**src/rtl/dispatch_1x4_32bit_pkg.sv**
```systemverilog
// Shared types and constants for the 1-to-4 word dispatcher and its per-channel slots.
package dispatch_1x4_32bit_pkg;

  localparam int DATA_W = 32;
  localparam int NCH    = 4;

  typedef logic [1:0] ch_sel_t;

  typedef enum logic {
    EMPTY = 1'b0,
    FULL  = 1'b1
  } slot_state_t;

endpackage

```
**src/rtl/dispatch_1x4_32bit_slot.sv**
```systemverilog
// One channel of the dispatcher: one-entry word buffer, valid flag and accept counter.
module dispatch_slot
  import dispatch_1x4_32bit_pkg::*;
#(
  parameter int DATA_W = dispatch_1x4_32bit_pkg::DATA_W,
  parameter int CNT_W  = 16
) (
  input  logic              clk,
  input  logic              rst_n,
  input  logic              load_i,
  input  logic [DATA_W-1:0] load_data_i,
  input  logic              pop_ready_i,
  output logic [DATA_W-1:0] data_o,
  output logic              valid_o,
  output logic [CNT_W-1:0]  cnt_o,
  output logic              ready_o
);

  localparam logic [CNT_W-1:0] CNT_ONE = {{(CNT_W-1){1'b0}}, 1'b1};

  slot_state_t       state_q, state_d;
  logic [DATA_W-1:0] data_q, data_d;
  logic [CNT_W-1:0]  cnt_q, cnt_d;

  // Load wins over pop so a same-cycle pop+accept keeps the slot FULL with no bubble.
  always_comb begin
    state_d = state_q;
    data_d  = data_q;
    cnt_d   = cnt_q;
    if (load_i) begin
      state_d = FULL;
      data_d  = load_data_i;
      cnt_d   = cnt_q + CNT_ONE;
    end else if (state_q == FULL && pop_ready_i) begin
      state_d = EMPTY;
    end
  end

  always_ff @(posedge clk or negedge rst_n) begin
    if (!rst_n) begin
      state_q <= EMPTY;
      data_q  <= '0;
      cnt_q   <= '0;
    end else begin
      state_q <= state_d;
      data_q  <= data_d;
      cnt_q   <= cnt_d;
    end
  end

  assign valid_o = (state_q == FULL);
  assign ready_o = (state_q == EMPTY) || pop_ready_i;
  assign data_o  = data_q;
  assign cnt_o   = cnt_q;

endmodule

```
**src/rtl/dispatch_1x4_32bit.sv**
```systemverilog
// Registered 1-to-4 word dispatcher: steers one producer word into one of four buffered channels.
// Optional broadcast (load all four channels at once) is enabled by defining DISPATCH_BCAST_EN.
module dispatch_1x4_32bit
  import dispatch_1x4_32bit_pkg::*;
#(
  parameter int DATA_W = dispatch_1x4_32bit_pkg::DATA_W,
  parameter int CNT_W  = 16
) (
  input  logic              clk,
  input  logic              rst_n,
`ifdef DISPATCH_BCAST_EN
  input  logic              in_bcast,
`endif
  input  logic [DATA_W-1:0] in_data,
  input  logic [1:0]        in_sel,
  input  logic              in_valid,
  output logic              in_ready,
  output logic [DATA_W-1:0] out_data0,
  output logic [DATA_W-1:0] out_data1,
  output logic [DATA_W-1:0] out_data2,
  output logic [DATA_W-1:0] out_data3,
  output logic              out_valid0,
  output logic              out_valid1,
  output logic              out_valid2,
  output logic              out_valid3,
  input  logic              out_ready0,
  input  logic              out_ready1,
  input  logic              out_ready2,
  input  logic              out_ready3,
  output logic [CNT_W-1:0]  cnt0,
  output logic [CNT_W-1:0]  cnt1,
  output logic [CNT_W-1:0]  cnt2,
  output logic [CNT_W-1:0]  cnt3
);

  logic [NCH-1:0]             load, slot_rdy, slot_vld, pop_rdy;
  logic [NCH-1:0][DATA_W-1:0] slot_data;
  logic [NCH-1:0][CNT_W-1:0]  slot_cnt;
  ch_sel_t                    sel;
  logic                       sel_ready, bcast, accept;

  assign sel       = in_sel;
  assign pop_rdy   = {out_ready3, out_ready2, out_ready1, out_ready0};
  assign sel_ready = slot_rdy[sel];

`ifdef DISPATCH_BCAST_EN
  assign bcast    = in_bcast;
  assign in_ready = in_bcast ? (&slot_rdy) : sel_ready;
`else
  assign bcast    = 1'b0;
  assign in_ready = sel_ready;
`endif

  // in_ready is deliberately independent of in_valid; out_ready feeds it combinationally.
  assign accept = in_valid && in_ready;

  for (genvar g = 0; g < NCH; g++) begin : g_slot
    assign load[g] = accept && (bcast || (sel == ch_sel_t'(g)));

    dispatch_slot #(
      .DATA_W (DATA_W),
      .CNT_W  (CNT_W)
    ) u_slot (
      .clk         (clk),
      .rst_n       (rst_n),
      .load_i      (load[g]),
      .load_data_i (in_data),
      .pop_ready_i (pop_rdy[g]),
      .data_o      (slot_data[g]),
      .valid_o     (slot_vld[g]),
      .cnt_o       (slot_cnt[g]),
      .ready_o     (slot_rdy[g])
    );
  end

  assign {out_valid3, out_valid2, out_valid1, out_valid0} = slot_vld;
  assign out_data0 = slot_data[0];
  assign out_data1 = slot_data[1];
  assign out_data2 = slot_data[2];
  assign out_data3 = slot_data[3];
  assign cnt0      = slot_cnt[0];
  assign cnt1      = slot_cnt[1];
  assign cnt2      = slot_cnt[2];
  assign cnt3      = slot_cnt[3];

endmodule
```
**config.mk**
```make
export PLATFORM = sky130hd
export DESIGN_NAME = dispatch_1x4_32bit
export DESIGN_NICKNAME = d
export VERILOG_FILES = /design/src/rtl/dispatch_1x4_32bit_pkg.sv /design/src/rtl/dispatch_1x4_32bit_slot.sv /design/src/rtl/dispatch_1x4_32bit.sv
export SDC_FILE = /design/constraint.sdc
export NUM_CORES = 1
export LEC_CHECK = 0
export CORE_MARGIN = 2
export CORE_UTILIZATION = 47
export DETAILED_ROUTE_END_ITERATION = 8
export PLACE_DENSITY = 0.8
export SYNTH_ARGS = -nofsm -noshare
export SYNTH_HDL_FRONTEND = slang
export SYNTH_SLANG_ARGS = --single-unit
```
**constraint.sdc**
```tcl
create_clock -name clk -period 1.8 [get_ports clk]
set_input_delay 0.36 -clock clk [delete_from_list [all_inputs] [get_ports clk]]
set_output_delay 0.36 -clock clk [all_outputs]
set_load 0.01 [all_outputs]
```
==> flow_summary_export.csv <==
group,metric,value,unit
status,status,"complete, but fails checks",
status,violations,"negative setup slack",
setup_path,ff2ff_path_depth,4,
clock_tree,clk_pin_slew_worst_paths,0.07,ns
final_layout,final_nets,943,
hold_path,min_path_type,"primary input to asynchronous set/reset pin",
final_layout,areaGrowthSynthToFinish,49.4,%
setup_path,critical_path.startpoint,"g_slot[3].u_slot.valid_o",
timing,fin_crit_sh,105,%
timing,period_needed,1.88,ns
power,p_int,9.37,mW
synth,synth_edf_count,0,
drt,remaining_drc_errors,0,
clock_tree,cts.sinks,196,
setup_path,cp.required,1.44,ns
synth,synth_top_area_share,63.2,%
clock_tree,root_buffer,"clkbuf_16",
setup_path,critPathLaunchType,"flip-flop",
synth,avgSynthCellArea,13.1,µm²
synth,yosys.area.top_type,"dfrtp_1",
placed_design,place_worst_setup_slack,-0.494,ns
timing,finalHoldViolCount,0,
timing,clock-skew-final,0.0102,ns
final_layout,fill_cells,1084,
floorplan,die_height,133,µm
final_layout,drive_gt1_share,24.5,%
power,pwr-share-seq,44.2,%
placed_design,place_congestion,0.834,
final_layout,antenna_cells,0,
power,switching_share,28.5,%
setup_path,arrival,1.52,ns
clock_tree,cts_buffers,17,
drt,drtIter0Drc,197,
final_layout,final_common_cell,"clkdlybuf4s50_1",
timing,finalSetupViolations,1,
setup_path,crit_path_end_kind,"output port",
synth,synthCells,592,
drt,routedWlPerCell,18.5,µm
floorplan,dieArea,0.0176,mm²
timing,relSlewSlack,62.4,%
final_layout,final_cell_mix,"217 x clkdlybuf4s50_1, 189 x dfrtp_1, 126 x nand2_1",
drt,vias,5792,
timing,fin_ws,-0.0828,ns
clock_tree,cts_max_level,4,
final_layout,design_area,0.0116,mm²
floorplan,dieWidth,133,µm
power,power_density,1130,mW/mm²
synth,synth_seq_cells,196,
power,peakVddDrop,810,µV
power,switchingPower,3.74,mW
synth,yosysWarnings,0,
final_layout,utilization,72.5,%
synth,synthFlopType,"dfrtp_1",
synth,async_reset_ff_share,100,%
grt,grt-ovfl-total,0,
timing,worst_slew_pin_slew,0.562,ns
drt,route.antenna.remaining_nets,0,
power,power,13.1,mW
timing,max_freq,531,MHz
grt,grt_pass1_vias,6129,
timing,rsz0062_at_grt,"yes",
setup_path,critPathMaxFanout,3,
power,clockPowerShare,27.3,%
power,static-leakage-power,5.29,nW
clock_tree,cts.path.max_buffers,2,
floorplan,io_pins,238,
placed_design,io_buffers,237,
timing,drv_slew,0,
final_layout,final_cells,1126,
clock_tree,cts_tree,"done",
power,comb_power_share,28.5,%
floorplan,initial_core_util,48.5,%
placed_design,hpwl,14600,µm
drt,dr.pass1.iters,4,
clock_tree,insertion_delay,0.43,ns
synth,yosysUniqueCellTypes,32,
synth,synthesis.nets,637,
drt,vias_per_cell,5.14,
setup_path,critPathKind,"flip-flop to output port",
flow_run,maxCapViolCount,0,
placed_design,dpl_cell_area,0.0107,mm²
grt,grt_pass1_wl,32900,µm
synth,seq_area_frac_synth,63.2,%
synth,ys_top_cells_by_area,"dfrtp_1 63%, mux2_2 14%, nand2_1 6.1%",
grt,track_usage,24.0,%
floorplan,core,0.0160,mm²
floorplan,rows,46,
grt,antenna_found_initial,0,
setup_path,rr_startpoint,"g_slot[3].u_slot.valid_o",
drt,wl,20900,µm
synth,syn_area,0.00776,mm²
placed_design,dp.cells,1059,
timing,finalSetupTns,-0.0828,ns
timing,holdWs,0.363,ns
grt,grt_max_degree,62,
critical path: stages (launching register included):
cell and delay [ns]:
dfrtp_1 0.42, nand2b_4 0.07, mux4_2 0.47, buf_6 0.14
flip-flops by register name (all words and copies together), names as in the netlist:
signal / count
g_slot.u_slot.data_o: 128
g_slot.u_slot.valid_o: 4
g_slot.u_slot.cnt_o: 64
power groups by stage:
stage	Clock (mW)	Combinational, mW	Sequential [mW]
after floorplan	0	0.850	6.16
after global placement	0	3.33	5.86
after detailed placement	0	3.42	5.92
after CTS	3.64	3.56	5.81
after global routing	3.83	3.99	5.88
final	3.58	3.74	5.79
worst paths after layout:
check,to,slack (ns)
min in group clk,g_slot[1].u_slot.valid_o,0.44
setup / recovery,in_ready,-0.08
hold / removal,g_slot[0].u_slot.cnt_o[7],0.36
max in group asynchronous,g_slot[1].u_slot.cnt_o[2],0.83
setup reg to reg,g_slot[3].u_slot.data_o[3],0.15
hold reg to reg,g_slot[0].u_slot.data_o[23],0.48
layer usage:
layer	up-vias	global-route usage [%]	wire length, µm
met4	0	9.38	468
met5	-	0	0
met1	2931	28.2	8190
met3	31	9.27	1810
met2	203	39.8	10400
li1	2627	-	-
cell usage after synthesis (5+ instances only):
| library cell | number |
|---|---|
| dfrtp_1 | 196 |
| nor4_1 | 5 |
| mux2_2 | 98 |
| nand2_1 | 127 |
| buf_2 | 10 |
| and3_1 | 11 |
| xnor2_1 | 39 |
| nand4_1 | 16 |
| xor2_1 | 21 |
| nor3_1 | 6 |
| nand3_1 | 18 |
logic make-up after synthesis:
family	Yosys count	synth area share, %
xor gates and xnor gates	60	6.77
adders and majority gates	4	0.645
buffers and inverters	19	1.27
DFF	196	63.2
muxes	100	14.7
and+or+nand+nor	213	13.5
what timing repair did:
item                                    CTS  global route
endpoints found under the setup margin   16            39
hold buffers                              1             0
resized for setup                        19            21
buffers inserted                         10            25
pin swaps                                 0             1
endpoints found under the hold margin    18             0
final cells by class:
cell class	count	area (µm²)	share of cell area, %
tap	216	270	2.33
sequential	196	4910	42.4
inverter	1	3.75	0.0324
clock buffer	20	447	3.85
clock inverter	11	104	0.896
timing repair buffer	305	3030	26.1
multi-input combinational	377	2830	24.4
No activity file was read; power rests on OpenSTA's default activity.
